===== src/rtl/pipelined_mac_unit.sv =====
// pipelined_mac_unit: parametrised multiply-accumulate with valid/last sideband,
// grouped accumulation and wrap or saturate overflow handling.
module pipelined_mac_unit #(
    parameter int ASIZE       = 16,
    parameter int BSIZE       = 16,
    parameter int A_SIGNED    = 0,
    parameter int B_SIGNED    = 0,
    parameter int PIPE_STAGES = 3,
    parameter int ACC_SIZE    = 40,
    parameter int SATURATE    = 0
) (
    input  logic                     clk,
    input  logic                     rst_n,
    input  logic                     ce,
    input  logic                     clr,
    input  logic                     in_valid,
    input  logic                     in_last,
    input  logic                     acc_en,
    input  logic [ASIZE-1:0]         a,
    input  logic [BSIZE-1:0]         b,
    output logic                     p_valid,
    output logic [ASIZE+BSIZE-1:0]   p,
    output logic                     acc_valid,
    output logic [ACC_SIZE-1:0]      acc,
    output logic                     acc_ovf
);
    localparam int PSIZE    = ASIZE + BSIZE;
    localparam int S        = PIPE_STAGES;
    localparam int M        = ACC_SIZE - 1;
    localparam bit IS_SIGNED = (A_SIGNED != 0) || (B_SIGNED != 0);
    localparam bit SAT      = SATURATE != 0;

    logic signed [PSIZE-1:0] a_ext, b_ext;
    logic [PSIZE-1:0]        prod;
    logic [PSIZE-1:0]        pd [S];
    logic [PSIZE-1:0]        pd_src [S];
    logic [S-1:0]            pv, pl, pe;
    logic [PSIZE-1:0]        p_last;
    logic                    fire, close;
    logic [ACC_SIZE-1:0]     acc_reg, ext_p, sat_val, acc_next;
    logic [ACC_SIZE:0]       sum_w;
    logic                    ovf_reg, first, av, step_ovf, ovf_next;

    // Each operand is widened by its own signedness, so mixed-sign products are exact.
    always_comb begin
        a_ext = PSIZE'(a);
        b_ext = PSIZE'(b);
        if (A_SIGNED != 0) a_ext = PSIZE'($signed(a));
        if (B_SIGNED != 0) b_ext = PSIZE'($signed(b));
    end

    assign prod = PSIZE'(a_ext * b_ext);

    always_comb begin
        pd_src[0] = prod;
        for (int i = 1; i < S; i++) pd_src[i] = pd[i-1];
    end

    // Data stages load only with a valid beat so p holds its last product between pulses.
    always_ff @(posedge clk or negedge rst_n) begin
        if (!rst_n) begin
            pv <= '0;
            pl <= '0;
            pe <= '0;
            for (int i = 0; i < S; i++) pd[i] <= '0;
        end else if (ce) begin
            pv <= clr ? '0 : S'({pv, in_valid});
            pl <= S'({pl, in_last});
            pe <= S'({pe, acc_en});
            for (int i = 0; i < S; i++)
                if (!clr && S'({pv, in_valid}) >> i & S'(1)) pd[i] <= pd_src[i];
        end
    end

    assign p_last  = pd[S-1];
    assign p       = p_last;
    assign p_valid = pv[S-1] & ce;
    assign fire    = pv[S-1] & pe[S-1];
    assign close   = fire & pl[S-1];

    always_comb begin
        ext_p = ACC_SIZE'(p_last);
        if (IS_SIGNED) ext_p = ACC_SIZE'($signed(p_last));
        sum_w    = {1'b0, acc_reg} + {1'b0, ext_p};
        step_ovf = IS_SIGNED ? (acc_reg[M] == ext_p[M]) && (sum_w[M] != acc_reg[M]) : sum_w[ACC_SIZE];
        sat_val  = !IS_SIGNED ? '1 : acc_reg[M] ? {1'b1, {M{1'b0}}} : {1'b0, {M{1'b1}}};
        acc_next = first ? ext_p :
                   (SAT && ovf_reg) ? acc_reg :
                   (SAT && step_ovf) ? sat_val : sum_w[M:0];
        ovf_next = !first && (ovf_reg || step_ovf);
    end

    always_ff @(posedge clk or negedge rst_n) begin
        if (!rst_n) begin
            acc_reg <= '0;
            ovf_reg <= 1'b0;
            first   <= 1'b1;
            av      <= 1'b0;
            acc     <= '0;
            acc_ovf <= 1'b0;
        end else if (ce) begin
            if (clr) begin
                acc_reg <= '0;
                ovf_reg <= 1'b0;
                first   <= 1'b1;
                av      <= 1'b0;
            end else begin
                av <= close;
                if (fire) begin
                    acc_reg <= acc_next;
                    ovf_reg <= ovf_next;
                    first   <= pl[S-1];
                end
                if (close) begin
                    acc     <= acc_next;
                    acc_ovf <= ovf_next;
                end
            end
        end
    end

    assign acc_valid = av & ce;
endmodule

===== config.mk =====
export PLATFORM = sky130hd
export DESIGN_NAME = pipelined_mac_unit
export DESIGN_NICKNAME = d
export VERILOG_FILES = /design/src/rtl/pipelined_mac_unit.sv
export SDC_FILE = /design/constraint.sdc
export NUM_CORES = 1
export LEC_CHECK = 0
export ABC_CLOCK_PERIOD_IN_PS = 3650
export BUFFER_PORTS_ARGS = -buffer_cell sky130_fd_sc_hd__buf_4
export CORE_MARGIN = 4
export CORE_UTILIZATION = 45
export CTS_BUF_LIST = sky130_fd_sc_hd__clkbuf_2
export DETAILED_ROUTE_END_ITERATION = 6
export HOLD_SLACK_MARGIN = 0.05
export PLACE_DENSITY = 0.71
export SYNTH_ARGS = -nofsm -noshare
export SYNTH_HDL_FRONTEND = slang
export SYNTH_SLANG_ARGS = --single-unit

===== constraint.sdc =====
create_clock -name clk -period 3.65 [get_ports clk]
set_clock_uncertainty 0.2 [all_clocks]
set_input_delay 0.5475 -clock clk [delete_from_list [all_inputs] [get_ports clk]]
set_output_delay 0.5475 -clock clk [all_outputs]
set_load 0.02 [all_outputs]

* After elaboration in Yosys (flattened, before gate mapping) *
Cells that the tools add are included.

storage, ports and cells
  input bits = 39
  register bits after elaboration = 189
  logic and storage cells = 41

operators by class
  muxes and demuxes = 9
  add/sub/neg operators = 1
  bitwise gates (word level) = 5
  multipliers = 1
  reduce and logical (&&, ||, !) cells = 13

operator list
  cell                          count
  two-way mux 40 bit            3
  adder 40 x 32 -> 41 bit       1
  multiplier 16 x 16 -> 32 bit  1
  logical AND 1 x 3 -> 1 bit    3
  AND reduction 2 bit           4
  two-way mux 1 bit             5
  bitwise AND 1 bit             4
  two-way mux 3 bit             1
  AND reduction 3 bit           1
  zero test 1 bit               2
  nonzero test 2 bit            1
  logical AND 1 bit             1
  logical OR 1 bit              1
  inverter 1 bit                1

* Depth between registers and ports, before layout *
Gate-level depths: netlist (run 1).

  depth in word-level cells = 5
  gate-level depth with buffers = 24
  depth with buffers taken out = 22

* Least setup slack after synthesis (run 1) *
No wires, ideal clock.

  path type = input to register
  start = input port a[7]
  end = register pd[91] (netlist name)
  setup slack = -2.580 ns
  required time = 3.367 ns
  library setup time = 0.083 ns
  cell stages on the path = 22
  arrival = 5.948 ns
  cell sequence = clkbuf_1 nand2_1 fa_1 inv_1 fa_1 inv_1 fa_1 inv_1 fa_1 fa_1 inv_1 fa_1 inv_1 ha_1 nand4_1 or2_2 a2111oi_0 nor2_1 a21oi_1 a41oi_1 xor2_1 o21ai_0

between the ends
  cells in the longest elaborated chain, start to end = 1

ends and longest elaborated chain
  item                           RTL line  source
  start, declared                19        input logic [ASIZE-1:0] a,
  multiplier 16 x 16 -> 32 bit   52        assign prod = PSIZE'(a_ext * b_ext);
  end signal, assigned by index  71        if (!clr && S'({pv, in_valid}) >> i & S'(1)) pd[i] <= pd_src[i];
  end, declared                  35        logic [PSIZE-1:0] pd [S];

Every way passes these cells.
A chain may end at the register's enable or synchronous reset.

* Worst setup path in the final report (run 1) *
  start = input port a[13]
  end = register pd[94] (netlist name)

The elaborated chain is that of the path after synthesis.

==> results of run 1 <==
==> per-stage QoR <==
step           std cells  total power [uW]  setup WS, ns
6_report            2639             21620        -1.571
3_3_place_gp        2580             17730        -2.377
4_1_cts             2633             20400        -1.431
5_1_grt             2639             23780        -1.673
3_5_place_dp        2580             18170        -2.463
2_1_floorplan       1891             12990        -2.171
==> power groups by stage <==
stage	Combinational [uW]	Sequential, uW	Clock [uW]
3_5_place_dp	15000	3120	0
5_1_grt	19300	3160	1290
4_1_cts	16100	3080	1190
3_3_place_gp	14600	3090	0
6_report	17400	3080	1140
2_1_floorplan	10000	2960	0
==> layout make-up <==
class                      instances  area [um^2]
fill                            3465        17250
clock buffer                      17        85.08
sequential                       189         4731
antenna                            1        2.502
clock inverter                    15        190.2
tap                              518        648.1
inverter                         250        940.9
timing repair buffer             314         2713
multi-input combinational       1335        12360
==> routing by layer <==
layer  GRT usage (%)  share of wire, %
met5               0                 0
met1           27.50                45
met3           2.466               4.5
met2           32.95                49
met4           4.492               1.6
==> path summary, 6_finish.rpt <==
| check | slack [ns] | start | to | depth (start not counted) |
|---|---|---|---|---|
| max | -1.57 | a[13] | pd[94] | 21 |
| min | 0.16 | rst_n | acc_reg[15] | 2 |
| max reg2reg | 0.15 | p[0] | acc_reg[38] | 12 |
| min reg2reg | 0.32 | pd[93] | pd[93] | 2 |
| max in group asynchronous | 2.29 | rst_n | pd[71] | 3 |
| min in group clk | 0.21 | a[0] | pd[64] | 5 |
==> logic make-up (layout without fill, tap and decap cells) <==
logic type	after synthesis	count (layout)
simple gates	520	520
mux	92	92
fa+ha+maj	331	331
other cells	0	1
flops	189	189
xor+xnor	63	63
compound gates	328	329
buf+inv	368	596
==> cells in the mapped netlist (10+ instances only) <==
cell type	count
o21ai_0	124
mux2i_1	13
o21bai_1	10
ha_1	136
nor3_1	11
xnor2_1	42
a21oi_1	87
clkbuf_1	73
nand3_1	11
buf_4	32
buf_1	11
mux2_2	79
nand4_1	10
and2_1	127
a21o_1	24
a31oi_1	14
nand2_1	275
dfrtp_1	188
xor2_1	21
fa_1	195
inv_1	250
nor2_1	47
==> repair_timing <==
action	in CTS	in global routing
gates resized for setup	73	81
cloned	2	1
hold endpoints to repair	189	0
pin swaps	47	47
hold buffers	9	0
setup buffers	10	6
setup endpoints to repair	29	37
==> qor.yml, run 1 <==
status: "finished, violations left"
violations: "setup timing"
synth_edf_count: 0
finalSetupTns_ns: -30.55
clk_latency_ns: 0.78
grt-ovfl-total: 0
fin_crit_ns: 5.221
synthToLayoutAreaGrowth_pct: 21.45
period_share_pct: 143.0
worstMarginPinSlew_ns: 0.9147
viasPerCell: 5.202
yosys.area_share.adder_pct: 31.42
synth_xor_area_share_pct: 3.093
drv_cap: 0
crit_type: "in2reg"
dp_hpwl_mm: 34.29
synth-seq-area-share_pct: 26.52
synth_area_per_cell_um2: 9.434
ir_worst_vdd_uv: 1137
critical-path-top-delay-family: "adder cells"
setup_violations: 26
cts_max_level: 4
die-height_um: 207.1
fp-row-count: 72
ioPinCount: 114
drt_first_pass_iters: 7
critPathBufInv: 5
fp.dieW_um: 207.1
yosys_register_bits: 189
path_common_cell: "fa_1"
synth_cell_types: 60
clk_path_buf_depth: 2
end_kind: "register"
final_util_pct: 55.67
power.leakage_uw: 0.01070
drive_above_1_share_pct: 26.98
start_kind: "primary input"
yosysWarnings: 0
ant_nets: 0
path_cells: "buf_4, and2_1, fa_1, inv_1, fa_1, fa_1, inv_1, fa_1, fa_1, inv_1, fa_1, inv_1, ha_4, nand4_1, or2_4, o221a_4, o31ai_4, a31oi_2, o31ai_2, xnor2_1, o21ai_1"
wl_per_cell_um: 16.07
track_usage_pct: 19.64
clock-sinks: 189
path_clk_slew_ns: 0.34
grt_pass1_vias: 14260
p_int_uw: 11780
most-common-layout-cells: "261 x nand2_1, 256 x buf_4, 232 x inv_1, 188 x dfrtp_1, 182 x fa_1"
grt_pass1_wl_mm: 71.43
io_buffers: 113
synth_area_um2: 17840
path_max_fanout: 4
async_flop_share_pct: 100.0
layout_commonest_cell: "nand2_1"
hp-class: "in2async"
pwr-share-clk_pct: 5.3
route.final.wire_length_mm: 42.41
synth_top_family_by_area: "adder cells"
maxSlewViolCount: 0
whs_ns: 0.1645
root_buffer: "clkbuf_2"
start_util_pct: 45.84
placed_area_um2: 20490
synth_mux_area_share_pct: 5.716
ys_top_cells_by_area: "dfrtp_1 26%, fa_1 22%, ha_1 9.5%"
cp.required_ns: 4.08
hold_violations: 0
p_per_area_nw_per_um2: 998.0
drc_errors: 0
p_seq_share_pct: 14.2
synth_area_leader_cell: "dfrtp_1"
cts_buffers: 17
dieArea_um2: 42890
rsz0062_at_grt: "true"
final_area_um2: 21670
combPwrFrac_pct: 80.5
route.vias.total: 13730
slowest_delay_ns: 0.53
netlist.area_leader.share_pct: 26.37
ys.flop_type: "dfrtp_1"
fmax_mhz: 191.5
core_um2: 38920
syn_nets: 2261
cts_tree: "built"
antenna_found_initial: 1
largest_reg_flops: 80
layout_setup_ws_ns: -1.571
netlist_instances: 1891
arrival_ns: 5.66
synth_compound_area_share_pct: 11.10
yosys.area_share.simple_pct: 13.68
worst_path_max_delay_cell: "fa_1"
gp_congestion: 0.9046
worst_slew_margin_rel_pct: 38.81
nets: 2477
grt_max_degree: 91
p_sw_uw: 9844
dr.first_iter.drc_count: 710
switching_share_pct: 45.53
Power figures use the tool's default switching activity.
==> run 2: changes to the inputs <==
--- a/config.mk
+++ b/config.mk
@@ -5,7 +5,7 @@
 export SDC_FILE = /design/constraint.sdc
 export NUM_CORES = 1
 export LEC_CHECK = 0
-export ABC_CLOCK_PERIOD_IN_PS = 3650
+export ABC_CLOCK_PERIOD_IN_PS = 6700
 export BUFFER_PORTS_ARGS = -buffer_cell sky130_fd_sc_hd__buf_4
 export CORE_MARGIN = 4
 export CORE_UTILIZATION = 45
==> constraint.sdc (replaced) <==
create_clock -name clk -period 6.7 [get_ports clk]
set_clock_uncertainty 0.2 [all_clocks]
set_input_delay 1.005 -clock clk [delete_from_list [all_inputs] [get_ports clk]]
set_output_delay 1.005 -clock clk [all_outputs]
set_load 0.02 [all_outputs]
==> run 2 against run 1 <==
The flow now finishes without violations. Sequential share of layout area up 2.4 points. Utilization down 5.4 points. Global-route usage shrank 0.78 points. Largest power group unchanged. Highest routed layer unchanged.
==> qor.yml, run 2 (synthesis gave the netlist of run 1 again) <==
io_buffers: 113  # unchanged
hold_violations: 0  # unchanged
fillCellCount: 3634  # +4.9%
drt_first_pass_iters: 7  # unchanged
maxSlewViolCount: 0  # unchanged
cts_max_level: 4  # unchanged
nets: 2341  # -5.5%
cts_tree: "built"
antenna_found_initial: 1  # unchanged
core_um2: 38920  # unchanged
drv_cap: 0  # unchanged
p_per_area_nw_per_um2: 448.8  # -55%
placed_area_um2: 19300  # -5.8%
clk_path_buf_depth: 2  # unchanged
setup_violations: 0  # -100%
viasPerCell: 5.269  # +1.3%
layout_setup_ws_ns: 0.6767  # +2.248 ns
fp-row-count: 72  # unchanged
critical-path-top-delay-family: "adder cells"
worstMarginPinSlew_ns: 1.116  # +0.2008 ns
clk_latency_ns: 0.80  # +0.02 ns
whs_ns: 0.2392  # +0.07474 ns
final_util_pct: 50.25  # -5.4 points
power.leakage_uw: 0.009783  # -8.6%
p_int_uw: 4643  # -61%
period_share_pct: 89.90
grt_max_degree: 84  # -7.7%
path_common_cell: "fa_1"
final_area_um2: 19560  # -9.7%
crit_type: "in2reg"
slowest_delay_ns: 0.62  # +0.09 ns
drc_errors: 0  # unchanged
dr.first_iter.drc_count: 766  # +7.9%
path_max_fanout: 13  # +9
worst_path_max_delay_cell: "fa_1"
critPathBufInv: 6  # +1
pwr-share-clk_pct: 6.6  # +1.3 points
hp-class: "in2reg"
path_clk_slew_ns: 0.25  # -0.09 ns
p_sw_uw: 4135  # -58%
root_buffer: "clkbuf_2"
pre_cts_ws_ns: -0.1208  # +2.342 ns
worst_slew_margin_rel_pct: 25.36  # -13 points
grt_pass1_vias: 13310  # -6.7%
largest_reg_flops: 80  # unchanged
path_cells: "buf_4, and2_1, fa_1, inv_1, fa_1, fa_1, inv_1, fa_1, fa_1, inv_1, fa_1, inv_1, ha_1, nand4_1, or2_2, a2111oi_0, buf_4, nor2_1, a21oi_1, a41oi_1, xor2_1, o21ai_0"
cts_buffers: 17  # unchanged
gp_congestion: 0.9157  # +1.2%
fp.dieW_um: 207.1  # unchanged
start_kind: "primary input"
cp.required_ns: 7.22  # +3.14 ns
drive_above_1_share_pct: 15.43  # -12 points
die-height_um: 207.1  # unchanged
synthToLayoutAreaGrowth_pct: 9.623
post_cts_buffers: 0  # -10
grt_pass1_wl_mm: 68.52  # -4.1%
fmax_mhz: 166.0
p_seq_share_pct: 19.2  # +5.0 points
route.final.wire_length_mm: 40.38  # -4.8%
status: "finished, final reports clean"
start_util_pct: 45.84  # unchanged
rsz0062_at_grt: "false"
arrival_ns: 6.54  # +0.88 ns
ioPinCount: 114  # unchanged
layout_commonest_cell: "nand2_1"
dp_hpwl_mm: 32.58  # -5.0%
ant_nets: 0  # unchanged
track_usage_pct: 18.86  # -0.78 points
wl_per_cell_um: 16.14  # +0.43%
fin_crit_ns: 6.023
clock-sinks: 189  # unchanged
combPwrFrac_pct: 74.2  # -6.3 points
dieArea_um2: 42890  # unchanged
ir_worst_vdd_uv: 414.7  # -64%
most-common-layout-cells: "273 x nand2_1, 250 x inv_1, 195 x fa_1, 188 x dfrtp_1, 174 x buf_4"
end_kind: "register"
route.vias.total: 13180  # -4.0%
switching_share_pct: 47.10  # +1.6 points
grt-ovfl-total: 0  # unchanged
run 2: final timing paths:
kind | start | endpoint | slack (ns) | depth (start not counted)
max | a[8] | pd[91] | 0.68 | 22
min | in_last | pl[0] | 0.24 | 2
max reg2reg | p[0] | acc[36] | 2.70 | 10
min reg2reg | pd[92] | pd[92] | 0.31 | 2
max in group asynchronous | rst_n | p[23] | 4.46 | 3
min in group asynchronous | rst_n | acc[33] | 0.48 | 2
run 2: cell type report:
cell class,count,area [um^2],area share [%]
multi-input combinational,1334,11610,59.35
antenna,1,2.502,0.01280
sequential,189,4731,24.19
clock buffer,17,85.08,0.4351
tap,518,648.1,3.314
inverter,250,938.4,4.798
timing repair buffer,179,1390,7.108
clock inverter,14,153.9,0.7869
run 2: metrics by stage:
step	setup TNS, ns	power, uW	instances
final	0	8778	2502
after global routing	0	9819	2502
after CTS	0	8810	2501
after detailed placement	-0.4222	8190	2469
after global placement	-0.2001	8035	2469
after floorplan	0	6299	1891
run 2: what timing repair did:
action | in CTS | in global routing
gates resized for setup | 0 | 0
hold buffers | 1 | 0
hold endpoints to repair | 56 | 0
run 2: layer usage:
layer  track usage [%]  routed length (um)
met1             27.80               19120
met4             3.853                 531
met2             30.02               18370
met3             2.693                2358
met5                 0                   0
run 2: power by group through the flow:
stage          Clock, uW  Combinational (uW)  Sequential [uW]
2_1_floorplan          0                4680             1610
4_1_cts              606                6520             1680
5_1_grt              647                7440             1730
3_3_place_gp           0                6340             1700
3_5_place_dp           0                6480             1710
6_report             580                6510             1690
